[src/rtl/video_fetch_fifo.sv]
// Frame-buffer prefetcher for the 640x480 mono display: fetches 32-bit words from
// main RAM into a small FIFO and serves them to the display one byte per rd pulse.
module video_fetch_fifo #(
  parameter int fifo_bits   = 4,
  parameter int frame_words = 9600,
  parameter int addr_bits   = 30
) (
  input  logic                 clk,
  input  logic                 rst_n,
  input  logic [addr_bits-1:0] base_addr,
  input  logic                 vsync_n,
  input  logic                 rd,
  output logic [7:0]           data_out,
  output logic [addr_bits-1:0] mem_addr,
  output logic                 mem_req,
  input  logic                 mem_ack,
  input  logic [31:0]          mem_data,
  output logic                 underflow
);

  localparam int DEPTH = 1 << fifo_bits;
  localparam int CNT_W = $clog2(frame_words + 1);
  localparam logic [CNT_W-1:0]     FRAME_CNT = CNT_W'(frame_words);
  localparam logic [CNT_W-1:0]     WCNT_ONE  = CNT_W'(1);
  localparam logic [fifo_bits-1:0] PTR_ONE   = fifo_bits'(1);
  localparam logic [fifo_bits:0]   CNT_ONE   = (fifo_bits + 1)'(1);
  localparam logic [addr_bits-1:0] ADDR_ONE  = addr_bits'(1);

  typedef enum logic [1:0] {IDLE, FILL, WAIT_ACK, DRAIN} state_t;

  state_t                r_state;
  logic                  r_vs_meta, r_vs_sync, r_vs_prev;
  logic [31:0]           r_mem [DEPTH];
  logic [fifo_bits-1:0]  r_wr_ptr, r_rd_ptr;
  logic [fifo_bits:0]    r_count;
  logic [1:0]            r_byte_sel;
  logic [CNT_W-1:0]      r_word_cnt;
  logic [addr_bits-1:0]  r_mem_addr, r_drain_addr;
  logic                  r_mem_req, r_underflow;
  logic [7:0]            r_data_out;

  logic                  w_frame_start, w_wr_en, w_empty, w_rd_ok, w_pop;
  logic [fifo_bits-1:0]  w_rd_ptr_next;
  logic [fifo_bits:0]    w_count_next;
  logic [1:0]            w_byte_sel_next;
  logic [31:0]           w_head_next;
  logic [7:0]            w_data_out_next;

  assign w_frame_start = r_vs_prev & ~r_vs_sync;
  assign w_wr_en       = mem_ack & r_mem_req & (r_state == WAIT_ACK) & ~w_frame_start;
  assign w_empty       = (r_count == '0);
  assign w_rd_ok       = rd & ~w_empty & ~w_frame_start;
  assign w_pop         = w_rd_ok & (r_byte_sel == 2'd3);

  always_comb begin
    w_rd_ptr_next   = w_pop ? r_rd_ptr + PTR_ONE : r_rd_ptr;
    w_count_next    = r_count;
    if (w_wr_en && !w_pop)
      w_count_next = r_count + CNT_ONE;
    else if (!w_wr_en && w_pop)
      w_count_next = r_count - CNT_ONE;
    w_byte_sel_next = r_byte_sel;
    if (w_frame_start)
      w_byte_sel_next = 2'd0;
    else if (w_rd_ok)
      w_byte_sel_next = r_byte_sel + 2'd1;
    // A write landing on the new head slot means the FIFO was (or became) empty.
    if (w_wr_en && (r_wr_ptr == w_rd_ptr_next))
      w_head_next = mem_data;
    else
      w_head_next = r_mem[w_rd_ptr_next];
    if (w_frame_start || (w_count_next == '0))
      w_data_out_next = 8'h00;
    else
      w_data_out_next = w_head_next[{w_byte_sel_next, 3'b000} +: 8];
  end

  always_ff @(posedge clk) begin
    if (w_wr_en)
      r_mem[r_wr_ptr] <= mem_data;
  end

  always_ff @(posedge clk or negedge rst_n) begin
    if (!rst_n) begin
      r_state      <= IDLE;
      r_vs_meta    <= 1'b1;
      r_vs_sync    <= 1'b1;
      r_vs_prev    <= 1'b1;
      r_wr_ptr     <= '0;
      r_rd_ptr     <= '0;
      r_count      <= '0;
      r_byte_sel   <= 2'd0;
      r_word_cnt   <= '0;
      r_mem_addr   <= '0;
      r_drain_addr <= '0;
      r_mem_req    <= 1'b0;
      r_underflow  <= 1'b0;
      r_data_out   <= 8'h00;
    end else begin
      r_vs_meta  <= vsync_n;
      r_vs_sync  <= r_vs_meta;
      r_vs_prev  <= r_vs_sync;
      r_data_out <= w_data_out_next;
      r_byte_sel <= w_byte_sel_next;
      if (w_frame_start) begin
        r_wr_ptr    <= '0;
        r_rd_ptr    <= '0;
        r_count     <= '0;
        r_word_cnt  <= '0;
        r_underflow <= 1'b0;
        if (r_mem_req && !mem_ack) begin
          // Old request still in flight: keep its address stable, park the new base.
          r_state      <= DRAIN;
          r_drain_addr <= base_addr;
        end else begin
          r_state    <= FILL;
          r_mem_req  <= 1'b0;
          r_mem_addr <= base_addr;
        end
      end else begin
        r_rd_ptr <= w_rd_ptr_next;
        r_count  <= w_count_next;
        if (w_wr_en)
          r_wr_ptr <= r_wr_ptr + PTR_ONE;
        if (rd && w_empty)
          r_underflow <= 1'b1;
        case (r_state)
          IDLE: begin
          end
          FILL: begin
            if (r_word_cnt == FRAME_CNT)
              r_state <= IDLE;
            else if (!r_count[fifo_bits]) begin
              r_mem_req <= 1'b1;
              r_state   <= WAIT_ACK;
            end
          end
          WAIT_ACK: begin
            if (mem_ack) begin
              r_mem_req  <= 1'b0;
              r_mem_addr <= r_mem_addr + ADDR_ONE;
              r_word_cnt <= r_word_cnt + WCNT_ONE;
              r_state    <= FILL;
            end
          end
          DRAIN: begin
            if (mem_ack) begin
              r_mem_req  <= 1'b0;
              r_mem_addr <= r_drain_addr;
              r_state    <= FILL;
            end
          end
          default: r_state <= IDLE;
        endcase
      end
    end
  end

  assign data_out  = r_data_out;
  assign mem_addr  = r_mem_addr;
  assign mem_req   = r_mem_req;
  assign underflow = r_underflow;

endmodule

[config.mk]
export PLATFORM = sky130hd
export DESIGN_NAME = video_fetch_fifo
export DESIGN_NICKNAME = d
export VERILOG_FILES = /design/src/rtl/video_fetch_fifo.sv
export SDC_FILE = /design/constraint.sdc
export NUM_CORES = 1
export LEC_CHECK = 0
export CORE_MARGIN = 2
export CORE_UTILIZATION = 60
export CTS_BUF_LIST = sky130_fd_sc_hd__clkbuf_4
export CTS_CLUSTER_SIZE = 25
export DETAILED_ROUTE_END_ITERATION = 16
export PLACE_DENSITY_LB_ADDON = 0.1
export SLEW_MARGIN = 20
export SYNTH_ARGS = -nofsm -noshare
export SYNTH_HDL_FRONTEND = slang
export SYNTH_SLANG_ARGS = --single-unit
[constraint.sdc]
create_clock -name clk -period 14.3 [get_ports clk]
set_input_delay 2.86 -clock clk [delete_from_list [all_inputs] [get_ports clk]]
set_output_delay 2.86 -clock clk [all_outputs]
set_load 0.03 [all_outputs]
==> results.yml, run 1 <==
power_and_ir_drop:
  swShare_pct: 30.0
  clkPwrFrac_pct: 33.7
  leakage_nw: 10.9
  powerDensity_mw_per_mm2: 139
  p_int_mw: 3.26
  p_total_mw: 4.66
  seq_power_share_pct: 46.8
  ir_drop_uv: 77.9
  power_switching_mw: 1.40
  p_comb_share_pct: 19.5
synthesis:
  ys_ff_latch: 616
  synth.largest_area_cell: "edfxtp_1"
  syn_area_mm2: 0.0297
  synth_warnings: 0
  async_flop_share_pct: 16.9
  synthCells: 2329
  syn-num-nets: 2408
  avgSynthCellArea_um2: 12.8
  ys_types: 89
  synth_edf_count: 512
  synth_ff_type: "edfxtp_1"
  yosysSeqAreaShare_pct: 60.5
  ys_top_cells_by_area: "edfxtp_1 (52%), dfrtp_1 (8.5%), mux2i_1 (7.8%), nor2_1 (2.5%), o22ai_1 (2.5%)"
  yosys.area.top_type_share_pct: 51.7
cts:
  clk_latency_ns: 1.08
  cts_buffers: 158
  clk_pin_slew_ns: 0.07
  postCtsSetupRepairBufs: 0
  cts.sinks: 616
  postCtsResizedCells: 0
  cts_tree: "yes"
  cts_hold_buf: 0
  root_buffer: "clkbuf_4"
  clk_path_buf_depth: 3
  cts.htree.levels: 4
final_layout:
  synthToLayoutAreaGrowth_pct: 12.7
  nets: 2546
  drive_gt1_share_pct: 17.9
  final_util_pct: 68.5
  mostFrequentLayoutCells: "edfxtp_1 (512), clkbuf_4 (244), mux2i_1 (233)"
  instances_no_fill: 3252
  final_common_cell: "edfxtp_1"
grt:
  grt_pass1_wl_um: 127000
  grt_pass1_vias: 21700
  grt_usage_pct: 33.6
  grt-ovfl-total: 0
  antenna_found_initial: 2
  grt_max_degree: 67
worst_setup_path:
  cp.arrival_ns: 6.92
  rr_worst_depth: 11
  worstPathCellList: "clkdlybuf4s50_1 -> and2_1 -> a311oi_1 -> a211oi_4 -> buf_4 -> a31oi_1 -> or4_1 -> a211o_1 -> o32ai_1"
  startpoint: "rd"
  cp.required_ns: 15.27
  reg2reg_from: "r_rd_ptr[0]"
  start_kind: "input pin"
  endpoint_kind: "flop"
  critPathMaxFanout: 14
  crit_slowest_cell: "a211oi_4"
  crit_path_max_incr_delay_ns: 0.96
  worstSetupPathType: "input pin to flop"
die:
  core_area_mm2: 0.0490
  die_area_mm2: 0.0514
  num_rows: 81
  die_x_um: 227
  io_pins: 107
  initial_core_util_pct: 60.7
  dieHeight_um: 227
sta:
  post-route-period-util_pct: 41.7
  final.min_clock_period_ns: 5.96
  clock.fmax_mhz: 168
  max-slew-margin-rel_pct: 20.3
  finalSetupViolations: 0
  rsz0062_at_grt: "false"
  final-hold-violation-count: 0
  drv_slew: 0
  fin_skew_ns: 0.0765
  worst_pin_slew_ns: 1.19
  finalSetupTns_ns: 0
drt:
  via_per_inst: 6.81
  drc: 0
  wire_per_inst_um: 26.1
  drtAntennaViolNets: 0
  first_pass_iters: 6
  routed_wl_um: 84900
  via_count: 22100
  drt_iter0_drc: 2713
place:
  gp_congestion: 0.845
  port_buffers: 106
  dp_cells: 2971
  dpl.hpwl_um: 46700
run:
  maxCapViolCount: 0
min_path:
  holdPathStages: 0
  min-delay-start: "r_vs_meta"
  hold_class: "flop to flop"
outcome:
  outcome: "finished, final reports clean"
-- logic make-up (layout without fill, tap and decap cells) --
family | Yosys count | after routing | synth area share [%]
other | 0 | 9 | 0
buffers and inverters | 210 | 460 | 3.26
adder cells (fa/ha/maj) | 12 | 12 | 0.505
AND/OR/NAND/NOR | 485 | 485 | 7.78
multiplexers | 309 | 309 | 11.6
flip-flops | 616 | 616 | 60.5
AO/OA/AOI/OAI | 647 | 647 | 14.8
XOR/XNOR | 50 | 50 | 1.59
-- critical path: cells and delay by family --
kind | cells | cell delay (ns)
AOI/OAI and AO/OA | 5 | 1.84
and+or+nand+nor | 2 | 1.29
buffers and inverters | 2 | 0.92
-- synthesized netlist by cell type, types with 7 or more instances --
library cell / count
edfxtp_1: 512
mux2i_1: 233
nor2_1: 200
o21ai_0: 136
o22ai_1: 120
dfrtp_1: 101
clkbuf_1: 84
nand2_1: 81
a21oi_1: 76
nor3_1: 65
a22oi_1: 59
buf_2: 59
mux2_2: 53
a211oi_1: 44
a31oi_1: 37
nand3_1: 34
o221ai_1: 33
xor2_1: 26
a221oi_1: 24
buf_1: 24
mux4_2: 23
xnor2_1: 21
o211ai_1: 20
inv_1: 19
nor4_1: 17
nand4_1: 15
buf_4: 14
nand2b_1: 14
ha_1: 12
o32ai_1: 10
or4_1: 10
buf_6: 7
-- per-stage QoR --
step	setup slack (ns)	hold WS, ns	instance area (um^2)
final	8.34	0.359	33500
after global routing	8.29	0.361	33500
after CTS	8.55	0.361	33500
after detailed placement	7.46	0.348	31400
after global placement	7.50	0.351	31400
after floorplan	8.13	0.345	29700
-- worst paths after layout --
path	end	slack (ns)
hold reg to reg	r_vs_sync	0.36
hold / removal	r_vs_sync	0.36
setup / recovery	data_out[4]	8.34
max in group asynchronous	r_word_cnt[8]	11.14
min in group asynchronous	data_out[6]	1.89
setup reg to reg	data_out[7]	9.22
-- per-layer routing --
metal  vias up  wire length [um]  track usage (%)
met2      1405             39200             52.3
met4         0              4800             19.7
met5         -                 0                0
met3       359              8820             7.94
met1     10800             32100             43.2
li1       9595                 -                -
-- power by group through the flow --
stage	Clock, mW	Combinational, mW	Sequential, mW
2_1_floorplan	0	0.516	2.27
3_3_place_gp	0	0.875	2.21
3_5_place_dp	0	0.896	2.22
4_1_cts	1.59	0.902	2.18
5_1_grt	1.68	0.978	2.20
6_report	1.57	0.909	2.18
-- sequential cells by signal, summed over array words and instances (netlist names) --
name / flops
r_drain_addr: 30
r_mem: 512
data_out: 8
r_vs_prev: 1
underflow: 1
r_wr_ptr: 4
mem_addr: 30
r_state: 2
r_vs_sync: 1
r_vs_meta: 1
r_rd_ptr: 4
r_word_cnt: 14
r_count: 5
mem_req: 1
r_byte_sel: 2
-- cell type report --
cell class | count | area (um^2)
Antenna cell | 9 | 22.5
Clock buffer | 244 | 1830
Clock inverter | 28 | 226
Fill cell | 3504 | 15400
Inverter | 21 | 78.8
Multi-Input combinational cell | 1503 | 11000
Sequential cell | 616 | 18000
Tap cell | 664 | 831
Timing Repair Buffer | 167 | 1520
Note: power is estimated with default switching activity, not from simulation.
==> inputs of run 2 (changes only) <==
clock period = 5.84 ns   (was 14.3 ns; I/O delays follow)
==> run 2 against run 1 <==
Compared with the run above:
- clock power grew 130%
- hold slack lost 0.068 ns
- setup slack got worse by 7.0 ns
- routed wire length up 1.5%
- largest cell class unchanged
==> results.yml, run 2 (synthesis results as in run 1) <==
sta:
  rsz0062_at_grt: "false"
  clock.fmax_mhz: 220
  drv_slew: 0
  final.min_clock_period_ns: 4.54
  final-hold-violation-count: 0
  worst_pin_slew_ns: 1.11
  finalSetupTns_ns: 0
  post-route-period-util_pct: 77.8
  finalSetupViolations: 0
  fin_skew_ns: 0.0751
  max-slew-margin-rel_pct: 25.9
run:
  maxCapViolCount: 0
min_path:
  hold_class: "input pin to async pin"
place:
  gp_congestion: 0.902
  port_buffers: 106
  dpl.hpwl_um: 50400
  dp_cells: 2975
  place_area_mm2: 0.0315
worst_setup_path:
  crit_path_max_incr_delay_ns: 0.63
  crit_slowest_cell: "buf_4"
  rrSetupSlack_ns: 1.30
  crit_buf_inv: 3
  worstSetupPathType: "flop to flop"
  endpoint_kind: "flop"
  worstPathCellList: "buf_4 -> buf_4 -> nand3_1 -> nor4_2 -> xnor2_2 -> buf_4 -> a221oi_1 -> a21oi_1 -> or4_1 -> a211o_1 -> o32ai_1"
  worst-path-stages: 11
  crit_top_cell: "buf_4"
  r2r-end: "data_out[4]"
  cp.required_ns: 6.69
  reg2reg_from: "r_rd_ptr[1]"
  path_delay_family: "simple AND/OR/NAND/NOR gates"
  cp.arrival_ns: 5.39
  rr_worst_depth: 11
  critPathMaxFanout: 37
  startpoint: "r_rd_ptr[1]"
  start_kind: "flop"
  worstSetupEndpoint: "data_out[4]"
power_and_ir_drop:
  p_int_mw: 7.85
  seq_power_share_pct: 47.5
  swShare_pct: 30.1
  clkPwrFrac_pct: 32.6
  p_comb_share_pct: 19.9
  leakage_nw: 10.9
  powerDensity_mw_per_mm2: 335
  power_switching_mw: 3.38
  ir_drop_uv: 252
drt:
  via_count: 22300
  drt_iter0_drc: 2808
  drc: 0
  first_pass_iters: 6
  drtAntennaViolNets: 0
  wire_per_inst_um: 26.5
  via_per_inst: 6.86
  routed_wl_um: 86200
cts:
  cts.sinks: 616
  cts_tree: "yes"
  root_buffer: "clkbuf_4"
  postCtsResizedCells: 0
  cts.htree.levels: 4
  postCtsSetupRepairBufs: 0
  clk_pin_slew_ns: 0.08
  clk_path_buf_depth: 3
  clk_latency_ns: 1.02
  cts_buffers: 158
  cts_hold_buf: 0
die:
  die_area_mm2: 0.0514
  initial_core_util_pct: 60.7
  die_x_um: 227
  io_pins: 107
  core_area_mm2: 0.0490
  num_rows: 81
  dieHeight_um: 227
final_layout:
  synthToLayoutAreaGrowth_pct: 12.7
  drive_gt1_share_pct: 17.9
  instances_no_fill: 3252
  top_register: "r_mem"
  multi_input_area_mm2: 0.0110
  nets: 2550
  final_common_cell: "edfxtp_1"
  design_area_mm2: 0.0335
  nFillCells: 3512
  largest_register_ffs: 512
  mostFrequentLayoutCells: "edfxtp_1 (512), clkbuf_4 (241), mux2i_1 (233)"
  regArea_mm2: 0.0180
grt:
  grt_max_degree: 140
  grt-ovfl-total: 0
  grt_pass1_wl_um: 129000
  grt_pass1_vias: 21700
  antenna_found_initial: 4
  grt_usage_pct: 33.9
outcome:
  outcome: "finished, final reports clean"
==> run 2: how the worst min path moves through the flow <==
stage,end,cells past startpoint
4_1_cts,data_out[2],1
3_5_place_dp,r_vs_sync,0
5_1_grt,r_rd_ptr[1],1
6_report,r_rd_ptr[1],1
3_3_place_gp,r_vs_sync,0
2_1_floorplan,r_vs_sync,0
==> run 2: power by group through the flow <==
stage	clock, mW	combinational, mW	sequential, mW
final	3.65	2.24	5.33
after floorplan	0	1.26	5.55
after global routing	3.95	2.39	5.37
after global placement	0	2.15	5.40
after detailed placement	0	2.21	5.42
after CTS	3.72	2.22	5.33
==> run 2: final cells by class <==
type | instances | share of cell area [%]
clock inverter | 32 | 0.470
inverter | 21 | 0.235
clock buffer | 241 | 5.40
timing repair buffer | 171 | 4.84
antenna | 4 | 0.0299
sequential | 616 | 53.7
tap | 664 | 2.48
multi-input combinational | 1503 | 32.9
==> run 2: per-stage QoR <==
stage	total power [mW]	worst slack [ns]	util, %	hold slack [ns]
2_1_floorplan	6.82	1.27	-	0.345
3_3_place_gp	7.55	0.831	64.4	0.350
3_5_place_dp	7.63	0.708	64.4	0.347
4_1_cts	11.3	1.54	68.4	0.235
5_1_grt	11.7	1.12	68.5	0.281
6_report	11.2	1.30	68.5	0.291
==> run 2: layer usage <==
layer	GRT usage (%)	part of all wire, %	vias to the layer above	wire (um)
met5	0	0	-	0
met4	14.9	3.6	0	3110
met3	9.21	12	234	10000
met2	53.3	47	1505	40800
met1	44.5	37	11000	32300
li1	-	-	9602	-
